===== src/rtl/alu_exec.sv =====
// Single-issue 8-bit execution unit: one-cycle ALU ops and an 8-cycle shift-add multiply.
// Results go to a dual-write-port register file; MUL splits its 16-bit product across both ports.
module alu_exec (
  input  logic       clk,
  input  logic       rst,
  input  logic       start,
  input  logic [2:0] op,
  input  logic [7:0] a,
  input  logic [7:0] b,
  input  logic [2:0] dst,
  output logic       busy,
  output logic       done,
  output logic       w_En,
  output logic [7:0] buf_w1,
  output logic [7:0] buf_w2,
  output logic [2:0] addr_w1,
  output logic [2:0] addr_w2,
  output logic       zf,
  output logic       cf,
  output logic [1:0] dbg_state
);

  localparam logic [2:0] OP_ADD = 3'd0;
  localparam logic [2:0] OP_SUB = 3'd1;
  localparam logic [2:0] OP_AND = 3'd2;
  localparam logic [2:0] OP_OR  = 3'd3;
  localparam logic [2:0] OP_XOR = 3'd4;
  localparam logic [2:0] OP_SHL = 3'd5;
  localparam logic [2:0] OP_SHR = 3'd6;
  localparam logic [2:0] OP_MUL = 3'd7;

  typedef enum logic [1:0] {
    S_IDLE = 2'd0,
    S_MUL  = 2'd1,
    S_DONE = 2'd2
  } state_t;

  state_t      state_q, state_d;
  logic [15:0] mcand_q, mcand_d;
  logic [7:0]  mplier_q, mplier_d;
  logic [15:0] acc_q, acc_d;
  logic [2:0]  cnt_q, cnt_d;
  logic [2:0]  dst_q, dst_d;
  logic [7:0]  buf_w1_q, buf_w1_d;
  logic [7:0]  buf_w2_q, buf_w2_d;
  logic [2:0]  addr_w1_q, addr_w1_d;
  logic [2:0]  addr_w2_q, addr_w2_d;
  logic        zf_q, zf_d;
  logic        cf_q, cf_d;

  logic [8:0]  sum9;
  logic [8:0]  diff9;
  logic [7:0]  alu_res;
  logic        alu_cf;
  logic [15:0] prod_next;

  // Single-cycle datapath; diff9[8] is the borrow, i.e. a < b.
  always_comb begin
    sum9    = {1'b0, a} + {1'b0, b};
    diff9   = {1'b0, a} - {1'b0, b};
    alu_res = 8'h00;
    alu_cf  = 1'b0;
    case (op)
      OP_ADD: begin alu_res = sum9[7:0];        alu_cf = sum9[8];  end
      OP_SUB: begin alu_res = diff9[7:0];       alu_cf = diff9[8]; end
      OP_AND: alu_res = a & b;
      OP_OR:  alu_res = a | b;
      OP_XOR: alu_res = a ^ b;
      OP_SHL: begin alu_res = {a[6:0], 1'b0}; alu_cf = a[7];    end
      OP_SHR: begin alu_res = {1'b0, a[7:1]}; alu_cf = a[0];    end
      default: begin alu_res = 8'h00;          alu_cf = 1'b0;    end
    endcase
  end

  // One multiplier bit per cycle; the last bit's partial sum is written straight to the outputs.
  assign prod_next = acc_q + (mplier_q[0] ? mcand_q : 16'h0000);

  always_comb begin
    state_d   = state_q;
    mcand_d   = mcand_q;
    mplier_d  = mplier_q;
    acc_d     = acc_q;
    cnt_d     = cnt_q;
    dst_d     = dst_q;
    buf_w1_d  = buf_w1_q;
    buf_w2_d  = buf_w2_q;
    addr_w1_d = addr_w1_q;
    addr_w2_d = addr_w2_q;
    zf_d      = zf_q;
    cf_d      = cf_q;
    case (state_q)
      S_IDLE: begin
        if (start) begin
          if (op == OP_MUL) begin
            state_d  = S_MUL;
            mcand_d  = {8'h00, a};
            mplier_d = b;
            acc_d    = 16'h0000;
            cnt_d    = 3'd0;
            dst_d    = dst;
          end else begin
            state_d   = S_DONE;
            buf_w1_d  = alu_res;
            buf_w2_d  = alu_res;
            addr_w1_d = dst;
            addr_w2_d = dst;
            zf_d      = (alu_res == 8'h00);
            cf_d      = alu_cf;
          end
        end
      end
      S_MUL: begin
        acc_d    = prod_next;
        mcand_d  = {mcand_q[14:0], 1'b0};
        mplier_d = {1'b0, mplier_q[7:1]};
        cnt_d    = cnt_q + 3'd1;
        if (cnt_q == 3'd7) begin
          state_d   = S_DONE;
          buf_w1_d  = prod_next[7:0];
          buf_w2_d  = prod_next[15:8];
          addr_w1_d = dst_q;
          addr_w2_d = dst_q + 3'd1;
          zf_d      = (prod_next == 16'h0000);
          cf_d      = (prod_next[15:8] != 8'h00);
        end
      end
      S_DONE:  state_d = S_IDLE;
      default: state_d = S_IDLE;
    endcase
  end

  always_ff @(posedge clk or posedge rst) begin
    if (rst) begin
      state_q   <= S_IDLE;
      mcand_q   <= 16'h0000;
      mplier_q  <= 8'h00;
      acc_q     <= 16'h0000;
      cnt_q     <= 3'd0;
      dst_q     <= 3'd0;
      buf_w1_q  <= 8'h00;
      buf_w2_q  <= 8'h00;
      addr_w1_q <= 3'd0;
      addr_w2_q <= 3'd0;
      zf_q      <= 1'b0;
      cf_q      <= 1'b0;
    end else begin
      state_q   <= state_d;
      mcand_q   <= mcand_d;
      mplier_q  <= mplier_d;
      acc_q     <= acc_d;
      cnt_q     <= cnt_d;
      dst_q     <= dst_d;
      buf_w1_q  <= buf_w1_d;
      buf_w2_q  <= buf_w2_d;
      addr_w1_q <= addr_w1_d;
      addr_w2_q <= addr_w2_d;
      zf_q      <= zf_d;
      cf_q      <= cf_d;
    end
  end

  assign busy      = (state_q != S_IDLE);
  assign done      = (state_q == S_DONE);
  assign w_En      = done;
  assign buf_w1    = buf_w1_q;
  assign buf_w2    = buf_w2_q;
  assign addr_w1   = addr_w1_q;
  assign addr_w2   = addr_w2_q;
  assign zf        = zf_q;
  assign cf        = cf_q;
  assign dbg_state = state_q;

endmodule


===== config.mk =====
export PLATFORM = sky130hd
export DESIGN_NAME = alu_exec
export DESIGN_NICKNAME = d
export VERILOG_FILES = /design/src/rtl/alu_exec.sv
export SDC_FILE = /design/constraint.sdc
export NUM_CORES = 1
export LEC_CHECK = 0
export ABC_AREA = 1
export CORE_UTILIZATION = 55
export CTS_CLUSTER_SIZE = 8
export DETAILED_ROUTE_END_ITERATION = 8
export GPL_TIMING_DRIVEN = 0
export PLACE_DENSITY = 0.77
export SLEW_MARGIN = 30
export SYNTH_ARGS = -nofsm -noshare
export SYNTH_HDL_FRONTEND = slang
export SYNTH_SLANG_ARGS = --single-unit

===== constraint.sdc =====
create_clock -name clk -period 3 [get_ports clk]
set_clock_uncertainty 0.2 [all_clocks]
set_input_delay 0.45 -clock clk [delete_from_list [all_inputs] [get_ports clk]]
set_output_delay 0.45 -clock clk [all_outputs]
set_load 0.02 [all_outputs]

==> results.yml <==
status:
  status: "complete, no violations"
hold_path:
  hold_path_class: "in2async"
yosys:
  synth.area.top_cells: "dfrtp_1 (34%), nand2_1 (16%), ha_1 (9.8%)"
  synth_nets: 859
  synth-async-reset-ratio: 1.00
  yosysWarnings: 0
  synth_top_area_frac: 0.338
  synth_edf_count: 0
  yosysUniqueCellTypes: 30
  yosysTopAreaCell: "dfrtp_1"
  syn_area_um2: 5340
  yosysMostFrequentCell: "nand2_1"
  ys_ff_latch: 72
  synth_cells: 789
  synthFlopType: "dfrtp_1"
  syn_area_per_cell_um2: 6.77
  ys_seq_area_frac: 0.338
  synthTopCellsByCount: "nand2_1 (234), inv_1 (115), nor2_1 (84)"
cts:
  cts_buffer_depth: 2
  cts-buffers-inserted: 9
  clk_pin_slew_ns: 0.10
  cts-root-buf: "clkbuf_8"
  insertion_delay_ns: 0.36
  cts.htree.levels: 3
  cts_sinks: 72
  cts_tree: "yes"
  holdBufCountCts: 0
timing:
  finalCritPeriodShare: 0.947
  slew_viol_final: 0
  rsz0062_at_grt: "false"
  layout_min_cycle_time_ns: 2.84
  setup_viol: 0
  finalHoldViolCount: 0
  maxSlewHeadroom: 0.481
  worst_pin_slew_ns: 0.779
  finalWorstSetupSlack_ns: 0.158
  max_freq_mhz: 352
setup_path:
  worstSetupStartpointType: "primary input"
  cp-end-kind: "register"
  r2r_slack_ns: 0.27
  crit_required_ns: 3.10
  criticalPathCategory: "in2reg"
  reg2reg_from: "mplier_q[0]$_DFFE_PP0P_"
  r2r-end: "cf$_DFFE_PP0P_"
  worst-path-max-fanout: 4
  reg2regPathDepth: 16
  worstPathArrival_ns: 2.94
routing:
  first_pass_iters: 6
  drtIter0Drc: 435
  vias: 5419
  viasPerCell: 5.50
  drt_drc_violations_left: 0
  drt-total-wl_um: 15600
  ant_nets: 0
  wire_per_inst_um: 15.8
floorplanning:
  coreArea_um2: 9330
  placementRows: 35
  pin_count: 54
  die_w_um: 101
  initial_core_util: 0.572
  die_area_um2: 10100
  fp.dieH_um: 101
layout:
  antenna_cells: 0
  stdcell_area_um2: 6280
  finalNonFillerCells: 986
  final_core_util: 0.673
  drive_gt1_frac: 0.0560
  syn2layout_area_growth_pct: 17.6
  nets: 922
global_routing:
  grt_max_degree: 46
  grt-busiest-layer: "met2"
  antenna_found_initial: 0
  grtUsageMet3: 0.0576
  grt_pass1_wl_um: 25100
  grt_usage: 0.323
  grtUsageMet1: 0.466
  grt.overflow.total: 0
  grt_pass1_vias: 5095
  met2_usage: 0.497
place:
  port_buffers: 52
  placed_cell_area_um2: 6050
  gp_congestion: 0.935
  dpl.cell_count: 971
  dpl.hpwl_um: 12000
  pre_cts_slack_ns: -0.276
job:
  maxCapViolCount: 0
power:
  p_per_area_nw_per_um2: 796
  power_uw: 5000
  leakagePower_uw: 0.00341
  ir_drop_v: 0.000519
## critical path, stage by stage
cell	delay, ns
clkdlybuf4s50_1	0.53
inv_1	0.14
ha_1	0.26
fa_1	0.39
inv_1	0.14
nand2_1	0.07
nand2_1	0.10
nand2_1	0.06
nand2_1	0.05
nor2_1	0.05
nor2_2	0.17
nand3_1	0.11
nor2_2	0.13
nand4_1	0.09
nand2_1	0.07
nand2_1	0.05
nand2_1	0.07
## routing by layer
layer	wire length, um	up-vias
met5	0	-
met4	256	0
met3	1300	24
met2	6870	235
met1	7140	2521
li1	-	2639
## layout make-up
class | instances | area [um^2]
Multi-Input combinational cell | 572 | 2980
Inverter | 116 | 438
Clock buffer | 9 | 124
Timing Repair Buffer | 53 | 551
Sequential cell | 72 | 1800
Tap cell | 129 | 161
Fill cell | 861 | 3050
Clock inverter | 7 | 85.1
Buffer | 28 | 136
## timing repair
item                       in CTS  in global routing
setup endpoints to repair       2                  3
resized for setup               1                  7
cloned                          0                  0
setup buffers                   0                  0
## worst max path at each step
| stage | start | to | cells past startpoint |
|---|---|---|---|
| 2_1_floorplan | rst | acc_q[0]$_DFFE_PP0P_ | 1 |
| 3_3_place_gp | rst | buf_w2[6]$_DFFE_PP0P_ | 2 |
| 3_5_place_dp | a[0] | zf$_DFFE_PP0P_ | 17 |
| 4_1_cts | a[0] | zf$_DFFE_PP0P_ | 17 |
| 5_1_grt | a[5] | buf_w2[6]$_DFFE_PP0P_ | 15 |
| 6_report | a[0] | zf$_DFFE_PP0P_ | 17 |
## registers in the layout, summed over array words and instances, names as in the netlist
name       flops
acc_q         16
addr_w1        3
addr_w2        3
buf_w1         8
buf_w2         8
cf             1
cnt_q          3
dbg_state      2
dst_q          3
mcand_q       16
mplier_q       8
zf             1
## power breakdown
group / total [uW] / internal (uW) / switching [uW] / leakage, uW
clock: 837 / 402 / 435 / 0.000107
sequential: 1640 / 1380 / 264 / 0.000886
combinational: 2520 / 973 / 1550 / 0.00242
total: 5000 / 2750 / 2250 / 0.00341
## logic make-up after synthesis
| group | count (synthesis) | share of synthesized area |
|---|---|---|
| flops | 72 | 0.338 |
| buf+inv | 145 | 0.108 |
| mux | 1 | 0.00211 |
| compound gates | 100 | 0.106 |
| xor+xnor | 9 | 0.0148 |
| fa+ha+maj | 45 | 0.110 |
| simple gates | 417 | 0.323 |
## through the flow
step | hold slack, ns | TNS (ns)
after global routing | 0.235 | 0
after detailed placement | 0.266 | -0.896
after global placement | 0.263 | -45.97
after CTS | 0.220 | 0
after floorplan | 0.250 | 0
final | 0.206 | 0
## placed cells by master, fill, tap and decap left out, types with 2 or more instances in the layout
master,count
nand2_1,234
inv_1,114
nor2_1,81
dfrtp_1,71
nand3_1,69
clkdlybuf4s50_1,51
ha_1,42
a21oi_1,39
o21ai_0,21
o22ai_1,16
a31oi_1,13
buf_2,12
nand4_1,12
clkbuf_1,10
clkbuf_8,9
o211ai_1,8
xnor2_1,5
or2_2,5
nor2_2,4
nor3_1,4
xor2_1,4
and2_1,3
fa_1,3
inv_6,3
buf_1,2
nand3b_1,2
buf_4,2
o21a_1,2
nor3_2,2
clkinv_4,2
No activity file was read; power rests on OpenSTA's default activity.
